$ cat src/rtl/transaction_forwarder.sv
// -----------------------------------------------------------------------------
// transaction_forwarder
//
// Drains one transaction from one of NUMBER_OF_QUEUES first-word-fall-through
// queues onto a single registered valid/ready output channel. The scheduler
// starts a transaction with a one-cycle `enable` pulse and a queue `id`. The
// block then moves the head beats of that queue into the output register, one
// per cycle, until it has loaded a last beat. A last beat is one flagged by
// lastElem, or the MAX_BEATS-th beat of the transaction. When the last beat
// has been accepted downstream, `consumed` pulses for one cycle.
//
// Ports
//   clock           : single clock, all logic on posedge
//   reset           : asynchronous, active-low reset
//   enable, id      : start pulse and queue to drain (id sampled with enable)
//   ready           : high while idle and able to accept a new transaction
//   consumed        : one-cycle pulse once the transaction has completed
//   empty           : per-queue empty flags
//   lastElem        : per-queue "head beat ends its transaction" flags
//   heads           : per-queue head data (first-word-fall-through)
//   pop             : one-hot head-removal strobe, asserted in the load cycle
//   m_data, m_last,
//   m_valid, m_ready: registered output channel
//   beats_forwarded : free-running, wrapping count of accepted output beats
//   protocol_error  : sticky, set when enable arrives while not idle
// -----------------------------------------------------------------------------
module transaction_forwarder #(
    parameter int NUMBER_OF_QUEUES = 4,
    parameter int DATA_WIDTH       = 64,
    parameter int MAX_BEATS        = 16,
    parameter int REGISTER_SIZE    = 32,
    localparam int ID_W            = (NUMBER_OF_QUEUES > 1) ? $clog2(NUMBER_OF_QUEUES) : 1
) (
    input  logic                                        clock,
    input  logic                                        reset,
    input  logic                                        enable,
    input  logic [ID_W-1:0]                             id,
    output logic                                        ready,
    output logic                                        consumed,
    input  logic [NUMBER_OF_QUEUES-1:0]                 empty,
    input  logic [NUMBER_OF_QUEUES-1:0]                 lastElem,
    input  logic [NUMBER_OF_QUEUES-1:0][DATA_WIDTH-1:0] heads,
    output logic [NUMBER_OF_QUEUES-1:0]                 pop,
    output logic [DATA_WIDTH-1:0]                       m_data,
    output logic                                        m_last,
    output logic                                        m_valid,
    input  logic                                        m_ready,
    output logic [REGISTER_SIZE-1:0]                    beats_forwarded,
    output logic                                        protocol_error
);

    localparam int BC_W = $clog2(MAX_BEATS + 1);
    localparam logic [ID_W:0] NQ_L = (ID_W + 1)'(NUMBER_OF_QUEUES);

    typedef enum logic [1:0] {
        IDLE,
        SEND,
        DONE
    } state_t;

    state_t                 state;
    state_t                 next_state;
    logic [ID_W-1:0]        cur_id;
    logic [BC_W-1:0]        beat_cnt;
    logic                   last_loaded;

    logic                   id_ok;
    logic                   cur_empty;
    logic                   cur_last;
    logic [DATA_WIDTH-1:0]  cur_head;
    logic                   force_last;
    logic                   load;
    logic                   handshake;

    // An id outside the queue range looks like a queue that never fills.
    assign id_ok      = ({1'b0, cur_id} < NQ_L);
    assign cur_empty  = id_ok ? empty[cur_id]    : 1'b1;
    assign cur_last   = id_ok ? lastElem[cur_id] : 1'b0;
    assign cur_head   = id_ok ? heads[cur_id]    : '0;
    assign force_last = (beat_cnt == BC_W'(MAX_BEATS - 1));
    assign handshake  = m_valid & m_ready;

    // -------------------------------------------------------------------------
    // State register
    // -------------------------------------------------------------------------
    // NOTE: every clocked assignment is non-blocking so that all flops sample
    // the pre-edge values of one another, independent of statement order.
    always_ff @(posedge clock or negedge reset) begin
        if (!reset) begin
            state <= IDLE;
        end else begin
            state <= next_state;
        end
    end

    // -------------------------------------------------------------------------
    // Next-state logic
    // -------------------------------------------------------------------------
    // NOTE: next_state gets a default before the case so that no path leaves
    // it unassigned, which would otherwise infer a latch.
    always_comb begin
        next_state = state;
        unique case (state)
            IDLE: if (enable) next_state = SEND;
            SEND: if (handshake && m_last) next_state = DONE;
            DONE: next_state = IDLE;
            default: next_state = IDLE;
        endcase
    end

    // -------------------------------------------------------------------------
    // Output / strobe logic
    // -------------------------------------------------------------------------
    // The output register refills when it is empty or being emptied this
    // cycle. The head is popped in the same cycle it is captured. Loading
    // stops once a last beat has been captured, so any beats beyond a forced
    // last stay in the queue.
    always_comb begin
        ready    = 1'b0;
        consumed = 1'b0;
        load     = 1'b0;
        pop      = '0;
        unique case (state)
            IDLE: ready = 1'b1;
            SEND: begin
                load = (~m_valid | m_ready) & ~cur_empty & ~last_loaded;
                if (load) pop[cur_id] = 1'b1;
            end
            DONE: consumed = 1'b1;
            default: ;
        endcase
    end

    // -------------------------------------------------------------------------
    // Datapath, counters and sticky error
    // -------------------------------------------------------------------------
    always_ff @(posedge clock or negedge reset) begin
        if (!reset) begin
            cur_id          <= '0;
            beat_cnt        <= '0;
            last_loaded     <= 1'b0;
            m_data          <= '0;
            m_last          <= 1'b0;
            m_valid         <= 1'b0;
            beats_forwarded <= '0;
            protocol_error  <= 1'b0;
        end else begin
            if (state == IDLE && enable) begin
                cur_id      <= id;
                beat_cnt    <= '0;
                last_loaded <= 1'b0;
            end

            // A start request while busy is dropped; only the flag records it.
            if (state != IDLE && enable) begin
                protocol_error <= 1'b1;
            end

            if (load) begin
                m_data      <= cur_head;
                m_valid     <= 1'b1;
                m_last      <= cur_last | force_last;
                last_loaded <= cur_last | force_last;
                beat_cnt    <= beat_cnt + BC_W'(1);
            end else if (handshake) begin
                m_valid <= 1'b0;
                m_last  <= 1'b0;
            end

            if (handshake) begin
                beats_forwarded <= beats_forwarded + REGISTER_SIZE'(1);
            end
        end
    end

endmodule

$ cat config.mk
export PLATFORM = sky130hd
export DESIGN_NAME = transaction_forwarder
export DESIGN_NICKNAME = d
export VERILOG_FILES = /design/src/rtl/transaction_forwarder.sv
export SDC_FILE = /design/constraint.sdc
export NUM_CORES = 1
export LEC_CHECK = 0
export ABC_CLOCK_PERIOD_IN_PS = 3750
export BUFFER_PORTS_ARGS = -buffer_cell sky130_fd_sc_hd__buf_2
export CORE_AREA = 8 8 141 143
export CTS_CLUSTER_SIZE = 10
export DETAILED_ROUTE_END_ITERATION = 8
export DIE_AREA = 0 0 149 151
export PLACE_DENSITY = 0.67
export SLEW_MARGIN = 20
export SYNTH_ARGS = -nofsm -noshare
export SYNTH_HDL_FRONTEND = slang
export SYNTH_SLANG_ARGS = --single-unit
$ cat constraint.sdc
create_clock -name clock -period 3.75 [get_ports clock]
set_input_delay 0.75 -clock clock [delete_from_list [all_inputs] [get_ports clock]]
set_output_delay 0.75 -clock clock [all_outputs]
set_load 0.02 [all_outputs]
==> results.toml <==
[routing]
vias = 5563
dr.pass1.iters = 5
routed_wl_mm = 21.2
avgViaCountPerCell = 4.87
post-route-drc-count = 0
wl_per_cell_um = 18.6
drt-initial-drc-count = 188
ant_nets = 0

[worst_setup_path]
r2r_end = "m_last"
start_kind = "flip-flop"
crit_fanout = 15
ff2ff_path_depth = 5
rr_startpoint = "cur_id[0]"
end_kind = "primary output"
crit_end = "pop[2]"
cp.arrival_ps = 2770
r2r_slack_ps = 1000
critPathKind = "reg -> out"
crit_required_ps = 3000
startpoint = "cur_id[0]"

[synth]
syn-instance-count = 543
ys_types = 32
synth_area_leaders = "dfrtp_1 45%, mux4_2 25%, nand2_1 13%"
ys_warn_count = 0
ys_seq_elements = 109
yosysTopAreaCellShare_pct = 45.4
syn-num-nets = 816
ys_seq_area_share_pct = 45.4
synth_top_cell_by_area = "dfrtp_1"
netlist_area_um2 = 6010
synthFlopType = "dfrtp_1"
synth_edf_count = 0
async_flop_share_pct = 100
syn_avg_cell_area_um2 = 11.1

[floorplan]
dieWidth_um = 149
dieArea_um2 = 22500
initial_core_util_pct = 34.1
placementRows = 49
ios = 375
core_region_area_um2 = 17700
fp.dieH_um = 151

[pwr]
irDropWorstVdd_uv = 362
p_per_area_nw_per_um2 = 709
power.leakage_nw = 4.43
intPower_mw = 3.48
p_clk_share_pct = 16.2
switching_share_pct = 41.8
combPwrFrac_pct = 52.4
pwr-share-seq_pct = 31.4
p_switching_mw = 2.50

[timing]
fin_skew_ps = 9.41
max_freq_ghz = 0.284
rsz0062_at_grt = "false"
period_minus_slack_ps = 3520
finalSetupTns_ps = 0
drv_slew = 0
slew-limit-headroom_pct = 44.4
fin_crit_sh_pct = 93.8
worstMarginPinSlew_ps = 834
hold_violations = 0
setup_viol = 0

[cts]
clkTransAtPathRegs_ps = 80
clock_path_buffers = 2
cts_sinks = 109
ctsResizeCount = 0
cts_tree = "built"
numCtsBuffers = 9
clkLatencyLatePin_ps = 350
hold_buffers = 0
htree_levels = 3
post_cts_buffers = 0
cts_root_buffer = "clkbuf_16"

[flow_run]
maxCapViolCount = 0

[min_path]
min_path_cells = 1
hold_path_class = "reg -> reg"

[placed_design]
io_buffer_count = 374
place.gp.congestion = 0.837
dp_hpwl_mm = 17.3
dpl.cell_count = 1122

[run_status]
status = "complete, no violations"

[grt]
grt_usage_pct = 18.3
grt_max_degree = 64
globalRouteOverflowTotal = 0
antenna_found_initial = 8
first_global_vias = 5946
grt_first_pass_wirelength_mm = 32.1

[layout]
fillers = 1704
nNetsFinal = 1177
finalNonFillerCells = 1142
drive_gt1_share_pct = 52.1
multi_input_area_um2 = 3110
final_core_util_pct = 47.7
seqCellArea_um2 = 2740
final_cell_mix = "373 x buf_2, 206 x nand2_1, 107 x dfrtp_1, 66 x mux4_2, 23 x xnor2_1"
area_growth_pct = 40.1
final_common_cell = "buf_2"
[synthesized netlist by cell type, types with 4 or more instances]
library cell  instances
dfrtp_1             109
and3_1                7
xor2_1                9
inv_1                 5
buf_6                 4
nand2_1             206
nand3_1              21
xnor2_1              23
buf_1                 6
nor3_1                8
nand4_1              13
buf_2                 7
mux4_2               66
clkbuf_1             17
nor2_1               13
[cell families (layout without fill, tap and decap cells)]
family / Yosys count / count (layout) / synth area share, %
flops: 109 / 109 / 45.4
other cells: 0 / 5 / 0
xor+xnor: 32 / 32 / 4.66
mux: 70 / 70 / 25.4
buf+inv: 39 / 404 / 3.08
simple gates: 284 / 284 / 20.2
fa+ha+maj: 3 / 3 / 0.624
compound gates: 6 / 6 / 0.603
[layout make-up]
cell class / instances / area share [%]
Antenna cell: 5 / 0.149
Timing Repair Buffer: 384 / 23.3
Tap cell: 229 / 3.40
Clock inverter: 5 / 0.713
Inverter: 5 / 0.223
Multi-Input combinational cell: 395 / 36.9
Clock buffer: 10 / 2.84
Sequential cell: 109 / 32.5
[critical path: stages, from the launching register on]
cell     delay (ps)
dfrtp_4         590
mux4_2          580
or4_2           840
nor3b_2         220
buf_2           180
[through the flow]
step	worst slack, ps	instance area [um2]	hold slack (ps)	power [mW]
after global placement	406	8110	447	5.04
after floorplan	507	6010	448	4.10
after CTS	191	8410	469	6.09
after global routing	108	8420	490	6.42
final	234	8420	463	5.97
after detailed placement	378	8110	448	5.10
[state kept, by name, summed over array words and instances (netlist names)]
register / count
m_data: 64
beats_forwarded: 32
beat_cnt: 5
cur_id: 2
state: 2
last_loaded: 1
m_last: 1
m_valid: 1
protocol_error: 1
[metal layers]
metal | share of wire (%) | vias to the layer above | global-route usage [%]
met3 | 8.2 | 23 | 5.47
met5 | 0.16 | - | 0
met2 | 53 | 236 | 31.7
met4 | 1.6 | 6 | 7.27
met1 | 37 | 2666 | 20.9
li1 | - | 2632 | -
[worst min-delay path by stage]
stage              startpoint  slack, ps             end
5_1_grt            m_data[56]        490      m_data[56]
2_1_floorplan           reset        450     beat_cnt[0]
3_5_place_dp   protocol_error        450  protocol_error
3_3_place_gp   protocol_error        450  protocol_error
4_1_cts        protocol_error        470  protocol_error
6_report       protocol_error        460  protocol_error
[power groups by stage]
stage | clock, mW | combinational [mW] | sequential [mW]
3_5_place_dp | 0 | 3.20 | 1.90
3_3_place_gp | 0 | 3.14 | 1.89
6_report | 0.968 | 3.13 | 1.88
2_1_floorplan | 0 | 1.82 | 2.28
4_1_cts | 1.01 | 3.20 | 1.88
5_1_grt | 1.05 | 3.43 | 1.94
Power figures use the tool's default switching activity.
